`src/rtl/tx_pkt_mux.sv`:
```
`default_nettype none
// ============================================================================
// tx_pkt_mux : per-channel store-and-forward FIFOs, whole-packet arbitration,
//              RATIO:1 packing onto one wide TX stream.   Rev 1.0
// Optional macro TX_PKT_MUX_STRICT_PRIO_EN: lowest channel index always wins.
// ============================================================================
module tx_pkt_mux #(
  parameter  int CH_NUM     = 2,
  parameter  int IN_BYTES   = 2,
  parameter  int RATIO      = 2,
  parameter  int FIFO_DEPTH = 64,
  localparam int IN_W       = 8 * IN_BYTES,
  localparam int OUT_BYTES  = IN_BYTES * RATIO,
  localparam int OUT_W      = 8 * OUT_BYTES,
  localparam int IN_MW      = (IN_BYTES > 1) ? $clog2(IN_BYTES) : 1,
  localparam int OUT_MW     = (OUT_BYTES > 1) ? $clog2(OUT_BYTES) : 1,
  localparam int CH_W       = (CH_NUM > 1) ? $clog2(CH_NUM) : 1
) (
  input  logic                     clk,
  input  logic                     rst_n,
  input  logic [CH_NUM*IN_W-1:0]   din_data,
  input  logic [CH_NUM-1:0]        din_vld,
  input  logic [CH_NUM-1:0]        din_sop,
  input  logic [CH_NUM-1:0]        din_eop,
  input  logic [CH_NUM*IN_MW-1:0]  din_mod,
  output logic [CH_NUM-1:0]        din_rdy,
  output logic [OUT_W-1:0]         tx_data,
  output logic                     tx_vld,
  output logic                     tx_sop,
  output logic                     tx_eop,
  output logic [OUT_MW-1:0]        tx_mod,
  output logic [CH_W-1:0]          tx_ch,
  input  logic                     tx_rdy,
  output logic [CH_NUM-1:0]        ovf_err
);

  localparam int PTR_W = $clog2(FIFO_DEPTH);
  localparam int CNT_W = $clog2(FIFO_DEPTH + 1);
  localparam int PH_W  = (RATIO > 1) ? $clog2(RATIO) : 1;
  localparam int ENT_W = IN_W + IN_MW + 2;
  localparam int IDX_W = CH_W + 1;

  typedef enum logic [0:0] {IDLE = 1'b0, SEND = 1'b1} state_t;

  state_t                       state_q, state_d;
  logic [CH_NUM-1:0][PTR_W:0]   wr_ptr_q, wr_ptr_d, rd_ptr_q, rd_ptr_d;
  logic [CH_NUM-1:0][CNT_W-1:0] pkt_cnt_q, pkt_cnt_d;
  logic [CH_NUM-1:0]            ovf_q, ovf_d;
  logic [CH_W-1:0]              grant_q, grant_d, rr_q, rr_d, tx_ch_q, tx_ch_d;
  logic [PH_W-1:0]              phase_q, phase_d;
  logic [OUT_W-1:0]             acc_q, acc_d, tx_data_q, tx_data_d;
  logic                         acc_sop_q, acc_sop_d;
  logic                         tx_vld_q, tx_vld_d, tx_sop_q, tx_sop_d, tx_eop_q, tx_eop_d;
  logic [OUT_MW-1:0]            tx_mod_q, tx_mod_d;

  logic [CH_NUM-1:0]            wr_en, rd_sel, eligible;
  logic [CH_NUM-1:0][ENT_W-1:0] ch_head;
  logic                         head_sop, head_eop;
  logic [IN_MW-1:0]             head_mod;
  logic [IN_W-1:0]              head_data;
  logic                         rd_en, last_lane, pick_vld;
  logic [CH_W-1:0]              pick;
  logic [IDX_W-1:0]             rr_idx;
  logic [OUT_W-1:0]             acc_nxt;

  genvar c;
  generate
    for (c = 0; c < CH_NUM; c++) begin : g_ch
      logic [ENT_W-1:0] mem [FIFO_DEPTH];

      always_ff @(posedge clk) begin
        if (wr_en[c]) begin
          mem[wr_ptr_q[c][PTR_W-1:0]] <= {din_sop[c], din_eop[c],
                                          din_mod[c*IN_MW +: IN_MW], din_data[c*IN_W +: IN_W]};
        end
      end

      assign ch_head[c]  = mem[rd_ptr_q[c][PTR_W-1:0]];
      assign din_rdy[c]  = !((wr_ptr_q[c][PTR_W] != rd_ptr_q[c][PTR_W]) &&
                             (wr_ptr_q[c][PTR_W-1:0] == rd_ptr_q[c][PTR_W-1:0]));
      assign wr_en[c]    = din_vld[c] & din_rdy[c];
      assign rd_sel[c]   = rd_en && (grant_q == CH_W'(c));
      // A nonzero count means a complete packet is buffered, so SEND never underruns.
      assign eligible[c] = (pkt_cnt_q[c] != '0);
    end
  endgenerate

  assign {head_sop, head_eop, head_mod, head_data} = ch_head[grant_q];
  assign rd_en     = (state_q == SEND) && tx_rdy;
  assign last_lane = head_eop || (phase_q == PH_W'(RATIO - 1));
  assign acc_nxt   = acc_q | (OUT_W'(head_data) << (IN_W * (RATIO - 1 - int'(phase_q))));

  always_comb begin
    pick_vld = 1'b0;
    pick     = '0;
    rr_idx   = '0;
    for (int i = 0; i < CH_NUM; i++) begin
`ifdef TX_PKT_MUX_STRICT_PRIO_EN
      rr_idx = IDX_W'(i);
`else
      rr_idx = {1'b0, rr_q} + IDX_W'(i);
      if (rr_idx >= IDX_W'(CH_NUM)) rr_idx = rr_idx - IDX_W'(CH_NUM);
`endif
      if (!pick_vld && eligible[rr_idx[CH_W-1:0]]) begin
        pick_vld = 1'b1;
        pick     = rr_idx[CH_W-1:0];
      end
    end
  end

  always_comb begin
    wr_ptr_d  = wr_ptr_q;
    rd_ptr_d  = rd_ptr_q;
    pkt_cnt_d = pkt_cnt_q;
    ovf_d     = ovf_q;
    state_d   = state_q;
    grant_d   = grant_q;
    rr_d      = rr_q;
    phase_d   = phase_q;
    acc_d     = acc_q;
    acc_sop_d = acc_sop_q;
    tx_vld_d  = 1'b0;
    tx_data_d = tx_data_q;
    tx_sop_d  = tx_sop_q;
    tx_eop_d  = tx_eop_q;
    tx_mod_d  = tx_mod_q;
    tx_ch_d   = tx_ch_q;

    for (int i = 0; i < CH_NUM; i++) begin
      if (wr_en[i])  wr_ptr_d[i] = wr_ptr_q[i] + (PTR_W + 1)'(1);
      if (rd_sel[i]) rd_ptr_d[i] = rd_ptr_q[i] + (PTR_W + 1)'(1);
      if (din_vld[i] && !din_rdy[i]) ovf_d[i] = 1'b1;
      case ({wr_en[i] & din_eop[i], rd_sel[i] & head_eop})
        2'b10:   pkt_cnt_d[i] = pkt_cnt_q[i] + CNT_W'(1);
        2'b01:   pkt_cnt_d[i] = pkt_cnt_q[i] - CNT_W'(1);
        default: ;
      endcase
    end

    case (state_q)
      IDLE: begin
        if (pick_vld) begin
          state_d = SEND;
          grant_d = pick;
          tx_ch_d = pick;
        end
      end
      SEND: begin
        if (tx_rdy) begin
          if (last_lane) begin
            tx_vld_d  = 1'b1;
            tx_data_d = acc_nxt;
            tx_sop_d  = acc_sop_q | head_sop;
            tx_eop_d  = head_eop;
            // Unfilled LS lanes of a short final word count as invalid bytes.
            tx_mod_d  = head_eop ? OUT_MW'(int'(head_mod) + (RATIO - 1 - int'(phase_q)) * IN_BYTES)
                                 : '0;
            acc_d     = '0;
            acc_sop_d = 1'b0;
            phase_d   = '0;
          end else begin
            acc_d     = acc_nxt;
            acc_sop_d = acc_sop_q | head_sop;
            phase_d   = phase_q + PH_W'(1);
          end
          if (head_eop) begin
            state_d = IDLE;
            rr_d    = (grant_q == CH_W'(CH_NUM - 1)) ? '0 : grant_q + CH_W'(1);
          end
        end
      end
      default: state_d = IDLE;
    endcase
  end

  always_ff @(posedge clk or negedge rst_n) begin
    if (!rst_n) begin
      state_q   <= IDLE;
      wr_ptr_q  <= '0;
      rd_ptr_q  <= '0;
      pkt_cnt_q <= '0;
      ovf_q     <= '0;
      grant_q   <= '0;
      rr_q      <= '0;
      phase_q   <= '0;
      acc_q     <= '0;
      acc_sop_q <= 1'b0;
      tx_vld_q  <= 1'b0;
      tx_data_q <= '0;
      tx_sop_q  <= 1'b0;
      tx_eop_q  <= 1'b0;
      tx_mod_q  <= '0;
      tx_ch_q   <= '0;
    end else begin
      state_q   <= state_d;
      wr_ptr_q  <= wr_ptr_d;
      rd_ptr_q  <= rd_ptr_d;
      pkt_cnt_q <= pkt_cnt_d;
      ovf_q     <= ovf_d;
      grant_q   <= grant_d;
      rr_q      <= rr_d;
      phase_q   <= phase_d;
      acc_q     <= acc_d;
      acc_sop_q <= acc_sop_d;
      tx_vld_q  <= tx_vld_d;
      tx_data_q <= tx_data_d;
      tx_sop_q  <= tx_sop_d;
      tx_eop_q  <= tx_eop_d;
      tx_mod_q  <= tx_mod_d;
      tx_ch_q   <= tx_ch_d;
    end
  end

  assign tx_data = tx_data_q;
  assign tx_vld  = tx_vld_q;
  assign tx_sop  = tx_sop_q;
  assign tx_eop  = tx_eop_q;
  assign tx_mod  = tx_mod_q;
  assign tx_ch   = tx_ch_q;
  assign ovf_err = ovf_q;

endmodule
`default_nettype wire

```
`config.mk`:
```
export PLATFORM = sky130hd
export DESIGN_NAME = tx_pkt_mux
export DESIGN_NICKNAME = d
export VERILOG_FILES = /design/src/rtl/tx_pkt_mux.sv
export SDC_FILE = /design/constraint.sdc
export NUM_CORES = 2
export LEC_CHECK = 0
export ABC_AREA = 1
export ABC_CLOCK_PERIOD_IN_PS = 3100
export CAP_MARGIN = 30
export CORE_UTILIZATION = 45
export DETAILED_ROUTE_END_ITERATION = 16
export PLACE_DENSITY = 0.63
export SLEW_MARGIN = 0
export SYNTH_ARGS = -nofsm -noshare
export SYNTH_HDL_FRONTEND = slang
export SYNTH_SLANG_ARGS = --single-unit
```
`constraint.sdc`:
```
create_clock -name clk -period 3.1 [get_ports clk]
set_input_delay 0.93 -clock clk [delete_from_list [all_inputs] [get_ports clk]]
set_output_delay 0.93 -clock clk [all_outputs]
set_load 0.005 [all_outputs]
```
Word level (Yosys, flattened, before mapping)
Memories as Yosys holds them, arrays and structs flattened.
Cells that the tools add are included.
{ "word_totals": {"regBits": 118, "out_inout_bits": 42, "input_bits": 43, "wordCells": 110, "n_memories": 2, "ram_bits": 2432} }
{ "memory_table": {"columns": ["memory", "words", "width", "read_ports", "rd_ports_with_merged_regs", "wr", "line_no", "source"], "rows": [
  ["g_ch[0].mem", 64, 19, 1, 0, 1, "69", "logic [ENT_W-1:0] mem [FIFO_DEPTH];"],
  ["g_ch[1].mem", 64, 19, 1, 0, 1, "69", null]
]} }
{ "op_classes": {"mux": 30, "n_reduce_logical": 20, "n_shift": 1, "magnitude_cmp": 5, "eq_ne": 8, "bitwise_logic": 10, "n_addsub": 15} }
{ "op_table": {"columns": ["operator", "n"], "rows": [
  ["7-bit by 1-bit adder with 7-bit output (second input constant)", 6],
  ["19-bit two-way mux", 2],
  ["32-bit two-way mux", 1],
  ["32-bit bitwise OR", 1],
  ["16-bit by 32-bit << shifter with 32-bit output", 1],
  ["7-bit one-hot mux with 2 select lines", 2],
  ["1-bit two-way mux", 23],
  ["7-bit nonzero test", 2],
  ["7-bit by 1-bit subtractor with 7-bit output (second input constant)", 2],
  ["6-bit == test", 2],
  ["1-bit logical AND", 8],
  ["1-bit AND", 6],
  ["1-bit by 2-bit less-than comparator with 1-bit output (second input constant)", 3],
  ["3-bit AND reduction", 2],
  ["2-bit by 1-bit == test with 1-bit output (second input constant)", 2],
  ["2-bit == test (second input constant)", 2],
  ["2-bit AND reduction", 2],
  ["2-bit nonzero test", 2],
  ["1-bit zero test", 3],
  ["1-bit adder (second input constant)", 2],
  ["1-bit by 1-bit adder with 2-bit output (second input constant)", 1],
  ["2-bit adder", 1],
  ["1-bit by 2-bit greater-or-equal comparator with 1-bit output (second input constant)", 1],
  ["2-bit greater-or-equal comparator (second input constant)", 1],
  ["other kinds (8)", 11]
]} }

Longest topological paths before layout
{ "depth": {"word_depth": 10, "depth_mapped": 31, "mapped_depth_nobuf": 28} }

Worst setup path before layout
OpenSTA, ideal clock, no wires.
{ "synth_timing": {"path_kind": "register to register", "from": "reg rd_ptr_q[1] (netlist name)", "to": "reg pkt_cnt_q[6] (netlist name)", "setup_ps": 79, "arrival_ps": 3278, "slack_ps": -257, "period_less_slack_ps": 3357, "t_required_ps": 3021, "path_stages_with_launch": 31, "cell_sequence": "dfrtp_1 -> buf_4 -> inv_1 -> buf_2 -> nand3_1 -> nand2_1 -> nand2_1 -> nand2_1 -> inv_1 -> nand2_1 -> nand2_1 -> nand2_1 -> inv_1 -> nand3_1 -> nand3_2 -> buf_4 -> buf_6 -> nor2_1 -> ha_1 -> inv_1 -> fa_1 -> inv_1 -> nand2_1 -> a21oi_1 -> o21ai_0 -> nand2_1 -> a21oi_1 -> nand2_1 -> nand2_1 -> nor2_1 -> xor2_1"} }
{ "synth_between": {"elab_chain_len": 7, "word_cells_on_any_way": 13} }
{ "synth_rtl": {"columns": ["element", "line_no", "source"], "rows": [
  ["start, declared", "46", "logic [CH_NUM-1:0][PTR_W:0] wr_ptr_q, wr_ptr_d, rd_ptr_q, rd_ptr_d;"],
  ["start signal, assigned", "197", "rd_ptr_q <= rd_ptr_d;"],
  ["parallel branches: the longest is 7 deep, another holds memory 64 x 19 bit", null, null],
  ["end signal, assigned", "198", "pkt_cnt_q <= pkt_cnt_d;"],
  ["end, declared", "47", "logic [CH_NUM-1:0][CNT_W-1:0] pkt_cnt_q, pkt_cnt_d;"]
]} }
Parallel ways; which one is timed is not known. The select of a mux whose other input is x is not followed.
A chain may end at the register's enable or synchronous reset.

Worst setup path in the final report
{ "layout_timing": {"from": "reg rd_ptr_q[0] (netlist name)", "to": "reg pkt_cnt_q[13] (netlist name)"} }
{ "layout_between": {"elab_chain_len": 6, "word_cells_on_any_way": 8} }
{ "layout_rtl": {"columns": ["element", "line_no", "source"], "rows": [
  ["memory 64 x 19 bit *", null, null],
  ["19-bit two-way mux (implied by the code) * (2 in a row)", "88", "assign {head_sop, head_eop, head_mod, head_data} = ch_head[grant_q];"],
  ["1-bit AND *", "133", "case ({wr_en[i] & din_eop[i], rd_sel[i] & head_eop})"],
  ["2-bit by 1-bit == test with 1-bit output / 2-bit == test (equally long branches)", "133", null],
  ["7-bit one-hot mux with 2 select lines / 2-bit nonzero test (equally long branches)", null, null]
]} }
Mark *: on every way between the ends. The rest lies on a longest branch, timed or not. The select of a mux whose other input is x is not followed.

==> summary.md <==
| Metric | Value |
|---|---|
| Filler Cell Count | `19847` |
| HP Class | `input pin to flop` |
| Layout area overhead | `18.0%` |
| Worst VDD drop | `0.670 mV` |
| Pre-CTS setup slack | `-0.676 ns` |
| CP Capture Type | `flop` |
| GRT Util Overall | `0.254` |
| Critical Setup Path Class | `flop to flop` |
| YS warnings | `0` |
| Fin Hold WS | `0.456 ns` |
| Footprint of the multi-input gates | `26100 um2` |
| Yosys top cell by area | `edfxtp_1` |
| Pwr Density | `930 nW/um2` |
| CP arrival | `4.28 ns` |
| Leak | `0.0479 uW` |
| Longest Clk Path Bufs | `4` |
| RSZ-0062 raised after global routing | `true` |
| Tmin final | `3.50 ns` |
| Syn nets | `9686` |
| Tightest Pin Transition | `1.01 ns` |
| Gpl congestion | `0.885` |
| GRT overflow | `0` |
| Root buf cell | `clkbuf_16` |
| Via count of the first global-routing pass | `69387` |
| Post-DP HPWL | `180000 um` |
| Clk sinks | `2550` |
| Final #Nets | `10152` |
| Critical path's top delay family | `simple AND/OR/NAND/NOR gates` |
| Placed instance area | `115000 um2` |
| Number of synthesized flops with an enable pin | `2432` |
| Largest net degree at the start of global routing | `199` |
| Crit share post-route | `1.13` |
| DP Cell Count | `12895` |
| Setup Viol. Count Final | `15` |
| FF+latch area | `76000 um2` |
| Crit path buf inv count | `5` |
| Relative slew slack | `0.327` |
| PortBufs | `84` |
| Final core utilization | `0.535` |
| Total number of vias | `73032` |
| Initial antenna violation count | `9` |
| CTS tree | `yes` |
| Routed wire per std cell | `23.2 um` |
| First-pass GRT wire length | `452000 um` |
| Sequential fraction of the synthesis area | `0.712` |
| Core Area | `235000 um2` |
| Top_reg_cell synth | `edfxtp_1` |
| Maxcap violations | `0` |
| Fin cells | `13428` |
| Drt drc | `0` |
| Area share of the largest cell type after synthesis | `0.684` |
| CP Launch Type | `flop` |
| H-tree depth | `5` |
| Initial Util | `0.453` |
| TritonCTS Buffers | `276` |
| Syn Inst Count | `9625` |
| Final wirelength | `311000 um` |
| Max Slew Vio Count | `0` |
| Via density | `5.44` |
| Insertion delay to the later sink of the worst-skew pair | `0.93 ns` |
| Worst Path Max Fanout | `4` |
| Final Hold Vio Count | `0` |
| Commonest cells post-synth | `edfxtp_1, nand2_1, nor2_1` |
| Full die area | `239000 um2` |
| Mapped Area | `107000 um2` |
| Routed Antenna Nets | `0` |
| Max incr delay on CP | `0.53 ns` |
| Most common cell on crit path | `nand2_1` |
| Die W | `489 um` |
| # IOs | `85` |
| Most common cell in the netlist | `edfxtp_1` |
| Setup Skew | `0.0394 ns` |
| Fmax | `286 MHz` |
| Cell area after layout | `126000 um2` |
| Synth cell types | `43` |
| Initial DRC Count | `8481` |
| Row cnt | `178` |
| Worst path slowest cell | `dfrtp_4` |
| Top cells by area, synth | `edfxtp_1, nand2_1, nor2_1, nand3_1, o21ai_0` |
| Worst-path clk slew | `0.06 ns` |
| Req. time, crit path | `3.88 ns` |
| Setup WS post-layout | `-0.398 ns` |
| Status | `finished with violations` |
| Seq cells post-synth | `2550` |
| Failing checks | `negative setup slack` |
| Die H | `489 um` |
| Layout cells sized above 1 | `0.130` |
| Async SR Flop Fraction | `0.0463` |
| DRT Pass-1 Iters | `6` |
| Synth Area per Inst | `11.1 um2` |
-- per-stage QoR --
step	power, uW	TNS [ns]
3_3_place_gp	81800	-21.92
2_1_floorplan	65400	-0.316
5_1_grt	122000	-6.20
3_5_place_dp	82200	-24.04
6_report	117000	-2.88
4_1_cts	115000	-2.33
-- layout by cell type (no fill, tap or decap), types with 8 or more instances in the layout --
cell type	count
edfxtp_1	2432
o22ai_1	24
o21ai_0	662
buf_2	38
buf_8	11
dfrtp_1	112
or2_2	9
xor2_1	27
inv_2	16
nor2_1	1263
and3_1	10
buf_6	39
clkinv_2	26
nand2_1	2369
nand2_2	47
buf_12	185
buf_4	373
ha_1	9
o211ai_1	110
clkbuf_1	65
xnor2_1	8
clkinv_1	58
a21oi_1	98
o21ai_1	31
bufinv_16	20
nand4_1	23
buf_16	18
nand3_1	863
nor2_2	134
clkdlybuf4s50_1	42
clkbuf_16	295
inv_1	704
nand3_2	36
-- cell families (layout without fill, tap and decap cells) --
| family | count (synthesis) | in the layout | share of synthesized area |
|---|---|---|---|
| flip-flops | 2550 | 2550 | 0.712 |
| other | 0 | 2 | 0 |
| adder cells (fa/ha/maj) | 18 | 18 | 0.00225 |
| XOR/XNOR | 36 | 36 | 0.00295 |
| multiplexers | 1 | 1 | 0.0000938 |
| buffers and inverters | 1267 | 1918 | 0.0525 |
| AO/OA/AOI/OAI | 950 | 950 | 0.0476 |
| AND/OR/NAND/NOR | 4803 | 4803 | 0.183 |
-- final timing paths --
kind	depth (start not counted)	slack, ns	endpoint	start
setup / recovery	27	-0.40	pkt_cnt_q[13]$_DFFE_PN0P_	rd_ptr_q[0]$_DFFE_PN0P_
hold / removal	1	0.46	g_ch[1].mem[38][17]$_DFFE_PP_	din_eop[1]
setup reg to reg	27	-0.40	pkt_cnt_q[13]$_DFFE_PN0P_	rd_ptr_q[0]$_DFFE_PN0P_
hold reg to reg	1	0.47	pkt_cnt_q[6]$_DFFE_PN0P_	pkt_cnt_q[6]$_DFFE_PN0P_
max in group asynchronous	3	1.71	tx_data[2]$_DFFE_PN0P_	rst_n
min in group asynchronous	2	0.55	ovf_err[1]$_DFFE_PN0P_	rst_n
-- layout make-up --
cell class	instances	area share
sequential	2550	0.603
clock inverter	112	0.00823
antenna	2	0.0000397
tap	3150	0.0313
inverter	728	0.0223
timing repair inverter	3	0.000318
multi-input combinational	5808	0.207
timing repair buffer	724	0.0686
clock buffer	351	0.0584
-- sequential cells by signal (all words and copies together), names as in the netlist, 2 cells and up --
| signal | cells |
|---|---|
| g_ch.mem | 2432 |
| acc_q | 32 |
| tx_data | 32 |
| pkt_cnt_q | 14 |
| rd_ptr_q | 14 |
| wr_ptr_q | 14 |
| ovf_err | 2 |
| tx_mod | 2 |
-- power by group --
group	internal [uW]	total, uW	leakage, uW	switching, uW
combinational	14700	45500	0.0204	30800
clock	18300	31400	0.00409	13100
sequential	39500	40200	0.0234	783
-- timing repair --
item | CTS | global route
gates resized for setup | 170 | 163
hold endpoints to repair | 4 | 0
hold buffers | 1 | 0
buffers inserted | 25 | 22
setup endpoints to repair | 63 | 63
cloned | 9 | 15
pin swaps | 29 | 53
-- routing by layer --
metal / vias up / GRT usage / part of all wire
li1: 33489 / - / -
met1: 35835 / 0.336 / 0.40
met2: 3113 / 0.424 / 0.49
met3: 589 / 0.0347 / 0.074
met5: - / 0 / 0.00012
met4: 6 / 0.102 / 0.042
No activity file was read; power rests on OpenSTA's default activity.
